### src/rtl/ram_port_arbiter_if.sv
// Requester and RAM-side bus of ram_port_arbiter, flattened per requester.
// slave = arbiter view; master = the environment driving requests and the RAM q.
interface ram_port_arbiter_if #(
    parameter int NUM_REQ = 3,
    parameter int ADDR_W  = 6,
    parameter int DATA_W  = 8
);
    logic [NUM_REQ-1:0]        req;
    logic [NUM_REQ-1:0]        lock;
    logic [NUM_REQ-1:0]        req_we;
    logic [NUM_REQ*ADDR_W-1:0] req_addr;
    logic [NUM_REQ*DATA_W-1:0] req_wdata;
    logic [NUM_REQ-1:0]        gnt;
    logic [NUM_REQ-1:0]        rvalid;
    logic [DATA_W-1:0]         rdata;
    logic [ADDR_W-1:0]         ram_addr;
    logic                      ram_we;
    logic [DATA_W-1:0]         ram_wdata;
    logic [DATA_W-1:0]         ram_q;

    modport slave (
        input  req, lock, req_we, req_addr, req_wdata, ram_q,
        output gnt, rvalid, rdata, ram_addr, ram_we, ram_wdata
    );

    modport master (
        output req, lock, req_we, req_addr, req_wdata, ram_q,
        input  gnt, rvalid, rdata, ram_addr, ram_we, ram_wdata
    );
endinterface

### src/rtl/ram_port_arbiter.sv
// Round-robin arbiter sharing one registered-read RAM port, with bounded burst lock.
// Define ARB_FIXED_PRIO_EN for fixed priority (lowest index wins) instead of round-robin.
module ram_port_arbiter #(
    parameter int NUM_REQ  = 3,
    parameter int ADDR_W   = 6,
    parameter int DATA_W   = 8,
    parameter int HOLD_MAX = 16
) (
    input  logic               clk,
    input  logic               rst,
    ram_port_arbiter_if.slave  bus
);
    localparam int IDX_W = (NUM_REQ > 1) ? $clog2(NUM_REQ) : 1;
    localparam int CNT_W = (HOLD_MAX > 1) ? $clog2(HOLD_MAX) : 1;
    localparam logic [CNT_W-1:0] HOLD_LIM  = CNT_W'(HOLD_MAX - 1);
    localparam logic [IDX_W:0]   NUM_REQ_W = (IDX_W + 1)'(NUM_REQ);
    localparam logic [IDX_W-1:0] LAST_IDX  = IDX_W'(NUM_REQ - 1);

    logic [IDX_W-1:0]   rr_ptr_q, rr_ptr_d;
    logic [IDX_W-1:0]   owner_q, owner_d;
    logic               owner_vld_q, owner_vld_d;
    logic [CNT_W-1:0]   hold_cnt_q, hold_cnt_d;
    logic [NUM_REQ-1:0] rvalid_q, rvalid_d;

    logic               lock_hit;
    logic               gnt_vld;
    logic [IDX_W-1:0]   gnt_idx;
    logic [IDX_W:0]     cand;
    logic [NUM_REQ-1:0] gnt_oh;

    // A locked owner below its limit wins outright; otherwise search circularly
    // from rr_ptr (held at 0 in fixed-priority builds, giving lowest-index-wins).
    always_comb begin
        gnt_vld  = 1'b0;
        gnt_idx  = '0;
        cand     = '0;
        lock_hit = rst && owner_vld_q && bus.req[owner_q] && bus.lock[owner_q]
                   && (hold_cnt_q < HOLD_LIM);
        if (lock_hit) begin
            gnt_vld = 1'b1;
            gnt_idx = owner_q;
        end else if (rst) begin
            for (int k = 0; k < NUM_REQ; k++) begin
                cand = {1'b0, rr_ptr_q} + (IDX_W + 1)'(k);
                if (cand >= NUM_REQ_W) begin
                    cand = cand - NUM_REQ_W;
                end
                if (!gnt_vld && bus.req[cand[IDX_W-1:0]]) begin
                    gnt_vld = 1'b1;
                    gnt_idx = cand[IDX_W-1:0];
                end
            end
        end
    end

    generate
        for (genvar gi = 0; gi < NUM_REQ; gi++) begin : g_onehot
            assign gnt_oh[gi] = gnt_vld && (gnt_idx == IDX_W'(gi));
        end
    endgenerate

    always_comb begin
        rr_ptr_d = rr_ptr_q;
`ifdef ARB_FIXED_PRIO_EN
        rr_ptr_d = '0;
`else
        if (gnt_vld) begin
            rr_ptr_d = (gnt_idx == LAST_IDX) ? '0 : gnt_idx + IDX_W'(1);
        end
`endif
        owner_d     = gnt_idx;
        owner_vld_d = gnt_vld;
        hold_cnt_d  = lock_hit ? hold_cnt_q + CNT_W'(1) : '0;
        rvalid_d    = gnt_oh & ~bus.req_we;
    end

    always_ff @(posedge clk) begin
        if (!rst) begin
            rr_ptr_q    <= '0;
            owner_q     <= '0;
            owner_vld_q <= 1'b0;
            hold_cnt_q  <= '0;
            rvalid_q    <= '0;
        end else begin
            rr_ptr_q    <= rr_ptr_d;
            owner_q     <= owner_d;
            owner_vld_q <= owner_vld_d;
            hold_cnt_q  <= hold_cnt_d;
            rvalid_q    <= rvalid_d;
        end
    end

    assign bus.gnt       = gnt_oh;
    assign bus.rvalid    = rvalid_q;
    assign bus.rdata     = bus.ram_q;
    assign bus.ram_we    = gnt_vld && bus.req_we[gnt_idx];
    assign bus.ram_addr  = gnt_vld ? bus.req_addr[int'(gnt_idx)*ADDR_W +: ADDR_W] : '0;
    assign bus.ram_wdata = gnt_vld ? bus.req_wdata[int'(gnt_idx)*DATA_W +: DATA_W] : '0;
endmodule

### src/flat_wrapper.sv
// flat-port wrapper written by rule: the top's interface ports become plain ports
module ram_port_arbiter_flat 
#(
    parameter int NUM_REQ  = 3,
    parameter int ADDR_W   = 6,
    parameter int DATA_W   = 8,
    parameter int HOLD_MAX = 16
)
  (clk, rst, bus_req, bus_lock, bus_req_we, bus_req_addr, bus_req_wdata, bus_ram_q, bus_gnt, bus_rvalid, bus_rdata, bus_ram_addr, bus_ram_we, bus_ram_wdata);
  ram_port_arbiter_if #(.NUM_REQ(NUM_REQ), .ADDR_W(ADDR_W), .DATA_W(DATA_W)) bus_i ();
  input  logic clk;
  input  logic rst;
  input wire logic [$bits(bus_i.req)-1:0] bus_req;
  input wire logic [$bits(bus_i.lock)-1:0] bus_lock;
  input wire logic [$bits(bus_i.req_we)-1:0] bus_req_we;
  input wire logic [$bits(bus_i.req_addr)-1:0] bus_req_addr;
  input wire logic [$bits(bus_i.req_wdata)-1:0] bus_req_wdata;
  input wire logic [$bits(bus_i.ram_q)-1:0] bus_ram_q;
  output wire logic [$bits(bus_i.gnt)-1:0] bus_gnt;
  output wire logic [$bits(bus_i.rvalid)-1:0] bus_rvalid;
  output wire logic [$bits(bus_i.rdata)-1:0] bus_rdata;
  output wire logic [$bits(bus_i.ram_addr)-1:0] bus_ram_addr;
  output wire logic [$bits(bus_i.ram_we)-1:0] bus_ram_we;
  output wire logic [$bits(bus_i.ram_wdata)-1:0] bus_ram_wdata;
  assign bus_i.req = bus_req;
  assign bus_i.lock = bus_lock;
  assign bus_i.req_we = bus_req_we;
  assign bus_i.req_addr = bus_req_addr;
  assign bus_i.req_wdata = bus_req_wdata;
  assign bus_i.ram_q = bus_ram_q;
  assign bus_gnt = bus_i.gnt;
  assign bus_rvalid = bus_i.rvalid;
  assign bus_rdata = bus_i.rdata;
  assign bus_ram_addr = bus_i.ram_addr;
  assign bus_ram_we = bus_i.ram_we;
  assign bus_ram_wdata = bus_i.ram_wdata;
  ram_port_arbiter #(.NUM_REQ(NUM_REQ), .ADDR_W(ADDR_W), .DATA_W(DATA_W), .HOLD_MAX(HOLD_MAX)) u_core (.clk(clk), .rst(rst), .bus(bus_i));
endmodule
### config.mk
export PLATFORM = sky130hd
export DESIGN_NAME = ram_port_arbiter_flat
export DESIGN_NICKNAME = d
export VERILOG_FILES = /design/src/rtl/ram_port_arbiter_if.sv /design/src/rtl/ram_port_arbiter.sv /design/src/flat_wrapper.sv
export SDC_FILE = /design/constraint.sdc
export NUM_CORES = 1
export LEC_CHECK = 0
export CAP_MARGIN = 40
export CORE_MARGIN = 5
export CORE_UTILIZATION = 32
export CTS_CLUSTER_DIAMETER = 200
export DETAILED_ROUTE_END_ITERATION = 16
export PLACE_DENSITY_LB_ADDON = 0.25
export SLEW_MARGIN = 20
export SYNTH_ARGS = -nofsm -noshare
export SYNTH_HDL_FRONTEND = slang
export SYNTH_SLANG_ARGS = --single-unit
### constraint.sdc
create_clock -name clk -period 3.1 [get_ports clk]
set_input_delay 0.465 -clock clk [delete_from_list [all_inputs] [get_ports clk]]
set_output_delay 0.465 -clock clk [all_outputs]
set_load 0.01 [all_outputs]
==> flow_metrics.tcl <==
set metrics [dict create \
    route.final.wire_length_um 3920 \
    clockBufferDepth 2 \
    fin_skew_ns 0.00622 \
    syn-num-nets 191 \
    ant_nets 0 \
    async_flop_share_pct 0 \
    drc 0 \
    setup_viol 0 \
    post-route-util_pct 61.2 \
    h-tree-depth 1 \
    period_needed_ns 3.02 \
    gp_congestion 0.738 \
    synth_seq_area_share_pct 22.0 \
    sequentialPowerShare_pct 25.6 \
    maxSlewViolCount 0 \
    grt_util_all_layers_pct 17.1 \
    drive_gt1_share_pct 28.6 \
    grt.overflow.total 0 \
    cts_tree "done" \
    yosys_register_bits 12 \
    dieArea_um2 4670 \
    synth.area.top_cells "dfxtp_1 (22%), a221o_1 (12%), and2_1 (8.6%)" \
    worst_pin_slew_ns 0.339 \
    fin_nets 279 \
    cts_inserted_buffers 3 \
    start_util_pct 32.9 \
    pin_count 90 \
    hpwl_um 3180 \
    ir_worst_vdd_mv 0.186 \
    yosysWarnings 0 \
    cts.root.buffer_cell "clkbuf_4" \
    die_w_um 68.4 \
    ys_top_cells_by_count "and2_1 (15), a221o_1 (13), dfxtp_1 (12)" \
    grt_max_degree 15 \
    power.internal_w 0.000457 \
    cap_viol_max_count 0 \
    p_switching_w 0.000221 \
    placedCellCount 252 \
    io_buffers 73 \
    combPwrFrac_pct 61.0 \
    syn_inst 127 \
    yosysTopAreaCell "dfxtp_1" \
    grt_pass1_vias 1395 \
    clock_latency_ns 0.27 \
    hold_path.class "flop to flop" \
    avgSynthCellArea_um2 8.58 \
    cp_max_fo 5 \
    path_class "input port to output pin" \
    dr_total_vias 1331 \
    firstDrtPassIters 4 \
    crit_arrival_ns 2.56 \
    clock-sinks 12 \
    area_growth_pct 86.0 \
    netlist_area_um2 1090 \
    wl_per_cell_um 15.1 \
    ys.flop_type "dfxtp_1" \
    fp.dieH_um 68.4 \
    p_clk_share_pct 13.4 \
    clk_pin_slew_ns 0.07 \
    fmax_ghz 0.331 \
    slew_headroom_pct 77.2 \
    outcome "completed" \
    netlist.area_leader.share_pct 22.0 \
    rsz0062_at_grt "true" \
    core_area_um2 3310 \
    antenna_cells 0 \
    leakagePower_nw 0.874 \
    first_iter_violations 38 \
    viasPerCell 5.14 \
    post_layout_nonfiller_instances 259 \
    swShare_pct 32.6 \
    grt_antenna_before_repair 0 \
    critPathRequiredTime_ns 2.63 \
    power.density_nw_per_um2 335 \
    endpoint_kind "output pin" \
    start_kind "input port" \
    synth_edf_count 0 \
    synth_most_common_cell "and2_1" \
    std_cell_rows 21 \
    final_hold_viol_count 0 \
    synth_cell_types 44 \
    fin_crit_sh_pct 97.6 \
    grt_first_pass_wirelength_um 6050 \
]
## repair_timing
| action | CTS | global route |
|---|---|---|
| endpoints found under the setup margin | 16 | 17 |
| gates cloned | 1 | 0 |
| resized for setup | 64 | 13 |
| pin swaps | 3 | 4 |
| setup buffers | 2 | 1 |
| hold buffers | 0 | 0 |
| endpoints found under the hold margin | 0 | 0 |
## state kept, by name, summed over array words and instances (netlist names)
signal	cells
u_core.hold_cnt_q	4
u_core.bus.rvalid	3
u_core.owner_q	2
u_core.rr_ptr_q	2
u_core.owner_vld_q	1
## cells by family after synthesis
logic type               count (synthesis)  share of synthesized area [%]
AO/OA/AOI/OAI                           39                           31.1
XOR/XNOR                                 2                           1.61
adder cells (fa/ha/maj)                  4                           4.48
buffers and inverters                   23                           13.7
flip-flops                              12                           22.0
AND/OR/NAND/NOR                         47                           27.1
## area by class of cell
class / count / area (um^2)
clock buffers: 3 / 22.5
fillers: 320 / 1280
inverters: 8 / 30.0
multi-input cells: 92 / 768
flip-flops and latches: 12 / 245
well taps: 46 / 57.6
repair buffers: 98 / 903
## stage by stage
step | hold WS (ns) | setup TNS [ns] | instance area (um^2) | setup slack (ns) | power [W]
2_1_floorplan | 0.418 | 0 | 1090 | 0.465 | 0.000361
3_3_place_gp | 0.427 | -4.35 | 1940 | -0.299 | 0.000563
3_5_place_dp | 0.445 | -5.17 | 1940 | -0.360 | 0.000571
4_1_cts | 0.456 | 0 | 2010 | 0.0000153 | 0.000676
5_1_grt | 0.507 | -0.223 | 2030 | -0.0743 | 0.000727
6_report | 0.453 | 0 | 2030 | 0.0758 | 0.000679
## final timing paths
check        slack (ns)                 start  cells past startpoint              endpoint
min reg2reg        0.45  u_core.hold_cnt_q[0]                      1  u_core.hold_cnt_q[0]
min                0.45  u_core.hold_cnt_q[0]                      1  u_core.hold_cnt_q[0]
max                0.08           bus_lock[2]                     10       bus_ram_addr[2]
max reg2reg        0.90    u_core.rr_ptr_q[0]                     10    u_core.rr_ptr_q[0]
## critical path, cell delays in order
cell and delay, ns:
clkdlybuf4s50_1 0.41, and3b_1 0.19, o211a_1 0.25, and2_4 0.17, o21ai_4 0.20, nor4_4 0.08, bufbuf_16 0.27, buf_6 0.11
a221o_1 0.27, buf_2 0.14
## power by group through the flow
stage | Sequential (W) | Combinational, W | Clock, W
global placement | 0.000175 | 0.000388 | 0
floorplan | 0.000176 | 0.000185 | 0
detailed placement | 0.000176 | 0.000395 | 0
global route | 0.000176 | 0.000448 | 0.000104
finish | 0.000174 | 0.000414 | 0.0000907
CTS | 0.000174 | 0.000409 | 0.0000930
## cells in the final DEF (no fill, tap or decap), types with 3 or more instances in the layout
cell type	count
buf_2	13
clkdlybuf4s50_1	54
dlygate4sd2_1	6
clkbuf_4	3
buf_4	20
dfxtp_1	10
inv_1	7
and2_1	15
nand2_1	3
a221o_1	13
nor2_1	5
nand3_1	4
o31a_1	3
a21boi_0	3
## per-layer routing
| layer | global-route usage [%] | up-vias | routed length, um |
|---|---|---|---|
| met2 | 28.8 | 77 | 1970 |
| met1 | 19.7 | 596 | 1500 |
| met5 | 0 | - | 0 |
| met3 | 4.11 | 16 | 283 |
| li1 | - | 642 | - |
| met4 | 9.43 | 0 | 155 |
Power figures use the tool's default switching activity.
